[src/rtl/arith_issue_seq.sv]
// arith_issue_seq: buffers one command's FP16 elements, then replays them to the arithmetic pipeline.
// Latency: first beat the cycle after the last load beat; softmax replays after DRAIN_CYC idle cycles.
// Backpressure: cmd_ready only in IDLE, in_ready only in LOAD; output side has no backpressure.
// Optional: define ARITH_ISSUE_PERF_EN to enable the issued-beat counter on perf_cnt.
module arith_issue_seq #(
  parameter int DEPTH     = 8,
  parameter int DRAIN_CYC = 4
) (
  input  logic        clk,
  input  logic        rst_n,
  input  logic        cmd_valid,
  output logic        cmd_ready,
  input  logic [1:0]  cmd_op,
  input  logic [3:0]  cmd_len,
  input  logic        in_valid,
  output logic        in_ready,
  input  logic [15:0] in_data,
  input  logic [15:0] in_psum,
  output logic        out_valid,
  output logic [15:0] out_data,
  output logic [15:0] out_psum,
  output logic [1:0]  out_mode,
  output logic        done,
  output logic        err,
  output logic [31:0] perf_cnt
);

  localparam int PTR_W = $clog2(DEPTH) + 1;
  localparam int AW    = (DEPTH > 1) ? $clog2(DEPTH) : 1;
  localparam int DCW   = $clog2(DRAIN_CYC + 1) + 1;

  localparam logic [1:0] OP_SOFTMAX = 2'd0;
  localparam logic [1:0] OP_GELU    = 2'd1;
  localparam logic [1:0] OP_AGG     = 2'd2;
  localparam logic [1:0] OP_RSVD    = 2'd3;

  localparam logic [1:0] MODE_EXP  = 2'd0;
  localparam logic [1:0] MODE_DIV  = 2'd1;
  localparam logic [1:0] MODE_GELU = 2'd2;
  localparam logic [1:0] MODE_AGG  = 2'd3;

  typedef enum logic [2:0] {
    S_IDLE  = 3'd0,
    S_LOAD  = 3'd1,
    S_PASS0 = 3'd2,
    S_DRAIN = 3'd3,
    S_PASS1 = 3'd4,
    S_DONE  = 3'd5
  } state_t;

  state_t             state_q;
  logic [1:0]         op_q;
  logic [PTR_W-1:0]   len_q;
  logic [PTR_W-1:0]   wr_ptr_q;
  logic [PTR_W-1:0]   rd_ptr_q;
  logic [DCW-1:0]     drain_q;
  logic               cmd_ready_q;
  logic               in_ready_q;
  logic               out_valid_q;
  logic [15:0]        out_data_q;
  logic [15:0]        out_psum_q;
  logic [1:0]         out_mode_q;
  logic               done_q;
  logic               err_q;

  // Element store: {data, psum}; survives across commands, only pointers reset.
  logic [31:0]        mem_q [DEPTH];

  logic               cmd_illegal;
  logic               load_last;
  logic               pass_end;
  logic [1:0]         pass0_mode;
  logic [AW-1:0]      iss_idx;
  logic [31:0]        iss_word;
  logic [15:0]        pass0_psum;

  // Command legality, load completion and pass completion decode.
  always_comb begin
    cmd_illegal = (cmd_op == OP_RSVD) || (cmd_len == 4'd0) || (32'(cmd_len) > DEPTH);
    load_last   = in_valid && ((wr_ptr_q + PTR_W'(1)) == len_q);
    pass_end    = (rd_ptr_q == len_q);
    case (op_q)
      OP_SOFTMAX: pass0_mode = MODE_EXP;
      OP_GELU:    pass0_mode = MODE_GELU;
      OP_AGG:     pass0_mode = MODE_AGG;
      default:    pass0_mode = MODE_EXP;
    endcase
  end

  // Element selected for the beat registered at the next edge. Index 0 is used when a
  // pass is being started; a len=1 command forwards the element being written right now.
  always_comb begin
    iss_idx = '0;
    if ((state_q == S_PASS0 || state_q == S_PASS1) && !pass_end) begin
      iss_idx = rd_ptr_q[AW-1:0];
    end
    iss_word = mem_q[iss_idx];
    if (state_q == S_LOAD && wr_ptr_q == '0) begin
      iss_word = {in_data, in_psum};
    end
    pass0_psum = (op_q == OP_AGG) ? iss_word[15:0] : 16'd0;
  end

  // Buffer write on each accepted element.
  always_ff @(posedge clk) begin
    if (state_q == S_LOAD && in_valid) begin
      mem_q[wr_ptr_q[AW-1:0]] <= {in_data, in_psum};
    end
  end

  // Sequencer FSM with registered handshake and issue outputs.
  always_ff @(posedge clk or negedge rst_n) begin
    if (!rst_n) begin
      state_q     <= S_IDLE;
      op_q        <= OP_SOFTMAX;
      len_q       <= '0;
      wr_ptr_q    <= '0;
      rd_ptr_q    <= '0;
      drain_q     <= '0;
      cmd_ready_q <= 1'b1;
      in_ready_q  <= 1'b0;
      out_valid_q <= 1'b0;
      out_data_q  <= '0;
      out_psum_q  <= '0;
      out_mode_q  <= '0;
      done_q      <= 1'b0;
      err_q       <= 1'b0;
    end else begin
      done_q <= 1'b0;
      err_q  <= 1'b0;
      case (state_q)
        S_IDLE: begin
          if (cmd_valid) begin
            if (cmd_illegal) begin
              err_q <= 1'b1;
            end else begin
              op_q        <= cmd_op;
              len_q       <= PTR_W'(cmd_len);
              wr_ptr_q    <= '0;
              rd_ptr_q    <= '0;
              cmd_ready_q <= 1'b0;
              in_ready_q  <= 1'b1;
              state_q     <= S_LOAD;
            end
          end
        end

        S_LOAD: begin
          if (in_valid) begin
            wr_ptr_q <= wr_ptr_q + PTR_W'(1);
            if (load_last) begin
              in_ready_q  <= 1'b0;
              out_valid_q <= 1'b1;
              out_data_q  <= iss_word[31:16];
              out_psum_q  <= pass0_psum;
              out_mode_q  <= pass0_mode;
              rd_ptr_q    <= PTR_W'(1);
              state_q     <= S_PASS0;
            end
          end
        end

        S_PASS0: begin
          if (!pass_end) begin
            out_valid_q <= 1'b1;
            out_data_q  <= iss_word[31:16];
            out_psum_q  <= pass0_psum;
            out_mode_q  <= pass0_mode;
            rd_ptr_q    <= rd_ptr_q + PTR_W'(1);
          end else if (op_q == OP_SOFTMAX && DRAIN_CYC == 0) begin
            out_valid_q <= 1'b1;
            out_data_q  <= iss_word[31:16];
            out_psum_q  <= '0;
            out_mode_q  <= MODE_DIV;
            rd_ptr_q    <= PTR_W'(1);
            state_q     <= S_PASS1;
          end else begin
            out_valid_q <= 1'b0;
            out_data_q  <= '0;
            out_psum_q  <= '0;
            out_mode_q  <= '0;
            if (op_q == OP_SOFTMAX) begin
              drain_q <= '0;
              state_q <= S_DRAIN;
            end else begin
              done_q  <= 1'b1;
              state_q <= S_DONE;
            end
          end
        end

        S_DRAIN: begin
          if (drain_q == DCW'(DRAIN_CYC - 1)) begin
            out_valid_q <= 1'b1;
            out_data_q  <= iss_word[31:16];
            out_psum_q  <= '0;
            out_mode_q  <= MODE_DIV;
            rd_ptr_q    <= PTR_W'(1);
            state_q     <= S_PASS1;
          end else begin
            drain_q <= drain_q + DCW'(1);
          end
        end

        S_PASS1: begin
          if (!pass_end) begin
            out_valid_q <= 1'b1;
            out_data_q  <= iss_word[31:16];
            out_psum_q  <= '0;
            out_mode_q  <= MODE_DIV;
            rd_ptr_q    <= rd_ptr_q + PTR_W'(1);
          end else begin
            out_valid_q <= 1'b0;
            out_data_q  <= '0;
            out_psum_q  <= '0;
            out_mode_q  <= '0;
            done_q      <= 1'b1;
            state_q     <= S_DONE;
          end
        end

        S_DONE: begin
          cmd_ready_q <= 1'b1;
          state_q     <= S_IDLE;
        end

        default: begin
          cmd_ready_q <= 1'b1;
          in_ready_q  <= 1'b0;
          out_valid_q <= 1'b0;
          out_data_q  <= '0;
          out_psum_q  <= '0;
          out_mode_q  <= '0;
          state_q     <= S_IDLE;
        end
      endcase
    end
  end

  assign cmd_ready = cmd_ready_q;
  assign in_ready  = in_ready_q;
  assign out_valid = out_valid_q;
  assign out_data  = out_data_q;
  assign out_psum  = out_psum_q;
  assign out_mode  = out_mode_q;
  assign done      = done_q;
  assign err       = err_q;

`ifdef ARITH_ISSUE_PERF_EN
  logic [31:0] perf_q;

  // Count every cycle that carries an issued beat; wraps naturally at 2^32.
  always_ff @(posedge clk or negedge rst_n) begin
    if (!rst_n) begin
      perf_q <= '0;
    end else if (out_valid_q) begin
      perf_q <= perf_q + 32'd1;
    end
  end

  assign perf_cnt = perf_q;
`else
  assign perf_cnt = 32'd0;
`endif

endmodule

[config.mk]
export PLATFORM = sky130hd
export DESIGN_NAME = arith_issue_seq
export DESIGN_NICKNAME = d
export VERILOG_FILES = /design/src/rtl/arith_issue_seq.sv
export SDC_FILE = /design/constraint.sdc
export NUM_CORES = 1
export LEC_CHECK = 0
export ABC_AREA = 0
export BUFFER_PORTS_ARGS = -buffer_cell sky130_fd_sc_hd__buf_2
export CAP_MARGIN = 20
export CORE_ASPECT_RATIO = 2
export CORE_UTILIZATION = 42
export DETAILED_ROUTE_END_ITERATION = 8
export HOLD_SLACK_MARGIN = 0.12
export PLACE_DENSITY = 0.63
export SYNTH_ARGS = -nofsm -noshare
export SYNTH_HDL_FRONTEND = slang
export SYNTH_SLANG_ARGS = --single-unit
[constraint.sdc]
create_clock -name clk -period 5.6 [get_ports clk]
set_input_delay 1.4 -clock clk [delete_from_list [all_inputs] [get_ports clk]]
set_output_delay 1.4 -clock clk [all_outputs]
set_load 0.03 [all_outputs]
Word level (Yosys, flattened, before mapping) --
Memories as Yosys holds them, arrays and structs flattened. Cells that the tools add are included.
Storage, ports and cells: bits in registers 60, RAM bits 256, bits of input ports 42, logic and storage cells 135, memories kept 1
Cells by class: add/subtract/negate cells 3, magnitude comparators 1, equality and inequality tests 21, muxes and demuxes 64, bitwise operators 4, reduce and logical (&&, ||, !) cells 27
Memories:
- mem_q | words 8, bits a word 32, read ports 1, clocked after Yosys merged registers in 0, write ports 1, RTL line 67 | logic [31:0] mem_q [DEPTH];
Operators by type and width (number):
- $mux 16 | 9
- $pmux 16 s4 | 2
- $mux 4 | 10
- $mux 32 | 1
- $mux 3 | 9
- $mux 1 | 19
- $ne 2x2->1 const B | 9
- $pmux 4 s2 | 2
- $pmux 4 s4 | 1
- $pmux 3 s5 | 1
- $reduce_and 7->1 | 2
- $add 4x1->4 const B | 3
- $reduce_and 4->1 | 3
- $pmux 2 s5 | 1
- $eq 4x4->1 | 2
- $logic_not 4->1 | 2
- $mux 2 | 4
- $reduce_or 4->1 | 2
- $eq 3x2->1 const B | 2
- $eq 3x3->1 const B | 2
- $reduce_and 3->1 | 2
- $reduce_and 5->1 | 1
- $eq 2x2->1 const B | 2
- $eq 4x2->1 const B | 1
- 17 further kinds | 28

Longest topological paths before layout --
An unclocked memory read counts as a cell.
depth after elaboration 10, depth in mapped cells 11, depth with buffers taken out 8

Worst setup path after synthesis --
Ideal clock, no wire load.
path kind input to register, from input in_valid, to memory mem_q[0][0], enable pin, library setup time 0.461 ns, arrival 3.741 ns, setup slack 1.398 ns, cell stages on the path 2, buffers on the path 0, path through nand3_1 > nor3_1
Between the ends: word-level cells in the longest chain between the ends 3
Ends and longest elaborated chain:
- start: declaration | RTL line 15 | input logic in_valid,
- $logic_and 1x1->1 | RTL line 106 | if (state_q == S_LOAD && in_valid) begin
- $mux 1 | RTL line 106
- $mux 1 (not written as such) | RTL line 107 | mem_q[wr_ptr_q[AW-1:0]] <= {in_data, in_psum};
- end: declaration | RTL line 67
No other way between the ends.

Worst setup path after layout --
from register rd_ptr_q[0], to register out_data_q[12], in the netlist out_data[12]
Between the ends: word-level cells in the longest chain between the ends 9, elaborated cells between the ends (all ways) 11, classes of those cells 1 x eq/ne; 7 x mux; 2 x reduce/logical; 1 x memory
Ends and longest elaborated chain:
- start: declaration | RTL line 55 | logic [PTR_W-1:0] rd_ptr_q;
- start signal: assignment | RTL line 169 | rd_ptr_q <= rd_ptr_q + PTR_W'(1);
- start signal: assignment | RTL line 211 | rd_ptr_q <= rd_ptr_q + PTR_W'(1);
- $eq 4x4->1 | RTL line 81 | pass_end = (rd_ptr_q == len_q);
- $logic_not 1->1
- $logic_and 1x1->1 | RTL line 94 | if ((state_q == S_PASS0 || state_q == S_PASS1) && !pass_end) begin
- $mux 3 | RTL line 94
- $mem_v2 8x32
- $mux 32 | RTL line 98 | if (state_q == S_LOAD && wr_ptr_q == '0) begin
- $mux 16 | RTL line 151 | if (load_last) begin
- $mux 16 | RTL line 149 | if (in_valid) begin
- $pmux 16 s4 * | RTL line 131 | case (state_q)
- end signal: assignment | RTL line 154 | out_data_q <= iss_word[31:16];
- end signal: assignment | RTL line 166 | out_data_q <= iss_word[31:16];
- end signal: assignment | RTL line 172 | out_data_q <= iss_word[31:16];
- end: declaration | RTL line 60 | logic [15:0] out_data_q;
Every way passes the cells marked *; elsewhere a longest branch is shown, timed or not. The select of a mux whose other input is x is not followed. A chain may end at the register's enable or synchronous reset.

==> metrics.cfg <==
[status]
status = finished clean

[yosys]
ys_ff_latch = 316
synth_area_leaders = edfxtp_1 57%, dfrtp_1 11%, mux2_2 3.1%
ys.flop_type = edfxtp_1
synthArstFlopShare_pct = 19.0
seq_area_frac_synth_pct = 68.0
synth.top_cell.area_share_pct = 56.9
ys_types = 70
post_synth.cell_area_avg_um2 = 14.2
yosys.area.top_type = edfxtp_1
synth_area_um2 = 13500
synth_enable_flop_cells = 256
syn_inst = 950
yosysWarnings = 0

[route]
firstDrtPassIters = 5
routed-wl-met2_mm = 19.3
postRouteAntennaNets = 0
met1_length_mm = 12.8
routedWlPerCell_um = 24.2
drc = 0
vias = 8546
first_iter_violations = 585
finalWirelength_mm = 35.3
viasPerCell = 5.86
top_layer = met5
wl_met3_mm = 1.72

[sta]
fin_crit_ns = 3.40
fmax_mhz = 294
final.setup.tns_ns = 0
period_share_pct = 60.6
finalHoldViolations = 0
final.setup.worst_slack_ns = 2.20
finalMaxSlewViolations = 0
rsz0062_at_grt = no
worst_slew_pin_slew_ns = 1.04
worst_clock_skew_ns = 0.00984
relSlewSlack_pct = 30.6
setup_violations = 0

[clocking]
ctsHoldBuffers = 0
cts_resized = 0
clk_pin_slew_ns = 0.07
insertion_delay_ns = 0.56
cts_tree = built
cts_buffer_depth = 3
post_cts_buffers = 0
htree_num_levels = 1
cts-root-buf = clkbuf_16
cts_made_buffers = 27
clock_sinks = 316

[power_and_ir_drop]
peakVddDrop_mv = 0.271
leakage_nw = 5.38
p_per_area_nw_per_um2 = 529

[place]
io_buffer_count = 80
place_congestion = 0.842
postPlaceCellArea_um2 = 14200
dp_hpwl_mm = 21.0
pre_cts_ws_ns = 2.22

[setup_path]
startpoint = rd_ptr_q[0]$_DFFE_PN0P_
cpPeakStageDelay_ns = 0.95
critical_path_class = reg2reg
path_depth = 6
path_buf_inv = 0
r2r_setup_slack_ns = 2.20
worst-r2r-cell-count = 6
critPathSlowestCell = dfrtp_4
crit_path_start_kind = flip-flop
cp.required_ns = 6.01
end_kind = flip-flop
reg2reg_to = out_data[12]$_DFFE_PN0P_
worstPathCellList = xnor2_1 -> a41oi_2 -> nand3_2 -> a221oi_1 -> o32a_1 -> o221ai_2
worst_path_dominant_cell_family = compound AO/OA/AOI/OAI gates
cp.arrival_ns = 3.81
setup.worst_path.end = out_data[12]$_DFFE_PN0P_
r2r_start = rd_ptr_q[0]$_DFFE_PN0P_
cp_max_fo = 50

[cells_and_area]
syn2layout_area_growth_pct = 12.4
utilization_pct = 48.2
final_cell_mix = 256 x edfxtp_1, 80 x buf_2, 73 x nor2_1, 58 x dfrtp_1, 54 x nand2_1
fin_area_um2 = 15200
drive_gt1_share_pct = 20.8
nets = 1061
layout_commonest_cell = edfxtp_1

[die]
die_h_um = 256
core_area_um2 = 31500
die_w_um = 129
io_pins = 113
num_rows = 92
start_util_pct = 42.9
die_area_um2 = 33000

[flow_run]
max-cap-violations = 0

[grt]
grt_use_total_pct = 22.0
antenna_found_initial = 3
grt_pass1_vias = 8831
grt_max_degree = 64
grt.overflow.total = 0
grt_pass1_wl_mm = 53.6

[worst_hold_path]
hold_path_depth = 2
hold_class = reg2reg
holdCritStartpoint = cmd_ready$_DFFE_PN1P_

==> report_power, final <==
part	switching (W)	internal (W)	leakage [nW]
sequential	0.000328	0.00285	3.09
combinational	0.00184	0.000931	1.82
clock	0.000858	0.00123	0.470
total	0.00303	0.00501	5.38
==> sequential cells by signal, indices dropped and copies added (netlist names), 3 cells and up <==
signal / count
drain_q: 4
len_q: 4
mem_q: 256
out_data: 16
out_psum: 16
rd_ptr_q: 4
state_q: 3
wr_ptr_q: 4
==> how the worst min path moves through the flow <==
stage | slack (ns) | to
finish | 0.47 | cmd_ready$_DFFE_PN1P_
global route | 0.51 | cmd_ready$_DFFE_PN1P_
CTS | 0.47 | cmd_ready$_DFFE_PN1P_
detailed placement | 0.46 | cmd_ready$_DFFE_PN1P_
global placement | 0.45 | cmd_ready$_DFFE_PN1P_
floorplan | 0.47 | rd_ptr_q[3]$_DFFE_PN0P_
==> tightest hold or removal path, stage by stage (launching register included) <==
cell	delay, ns
dfstp_2	0.37
nand2_1	0.05
nand2_1	0.05
==> through the flow <==
stage	cells	total power [W]	hold WS, ns
floorplan	981	0.00527	0.470
global route	1458	0.00839	0.507
CTS	1457	0.00806	0.473
detailed placement	1407	0.00599	0.461
global placement	1405	0.00594	0.453
finish	1458	0.00804	0.467
==> final cells by class <==
class / instances / area [um2]
Antenna cell: 1 / 2.50
Tap cell: 423 / 529
Inverter: 10 / 37.5
Multi-Input combinational cell: 556 / 3860
Clock buffer: 32 / 704
Fill cell: 2753 / 16300
Sequential cell: 316 / 9190
Clock inverter: 18 / 278
Timing Repair Buffer: 102 / 586
==> synthesized netlist by cell type (2+ instances only) <==
| cell | instances |
|---|---|
| o32ai_1 | 30 |
| nand4_1 | 3 |
| nor2_1 | 79 |
| a21oi_1 | 39 |
| nor3_2 | 2 |
| nor2b_1 | 4 |
| ha_1 | 6 |
| a221oi_1 | 29 |
| or2_2 | 2 |
| o31ai_1 | 2 |
| nand2_1 | 54 |
| buf_4 | 39 |
| mux2i_1 | 34 |
| edfxtp_1 | 256 |
| a221o_1 | 3 |
| xnor2_1 | 6 |
| nand2b_1 | 5 |
| and2_1 | 3 |
| a211oi_2 | 2 |
| a211oi_1 | 3 |
| a22oi_1 | 15 |
| dfrtp_1 | 59 |
| nand3_1 | 19 |
| buf_2 | 22 |
| o32a_1 | 30 |
| nor3_1 | 3 |
| xor2_1 | 3 |
| o31a_1 | 2 |
| buf_6 | 9 |
| o221ai_1 | 15 |
| mux4_2 | 2 |
| o21ai_0 | 44 |
| a31oi_1 | 3 |
| inv_1 | 10 |
| mux2_2 | 37 |
| clkbuf_1 | 27 |
| o21ai_1 | 15 |
| nand3_2 | 2 |
==> per-layer routing <==
layer | vias up | global-route usage [%]
li1 | 3767 | -
met1 | 4375 | 25.0
met2 | 314 | 40.0
met3 | 86 | 2.68
met4 | 4 | 10.8
met5 | - | 0
==> kinds of logic after synthesis <==
family | share of synthesized area, %
xor gates and xnor gates | 0.750
buffers and inverters | 4.82
other | 0.0277
DFF | 68.0
adders and majority gates | 0.629
AOI/OAI and AO/OA | 13.5
muxes | 5.93
and+or+nand+nor | 6.42
Note: power is estimated with default switching activity, not from simulation.
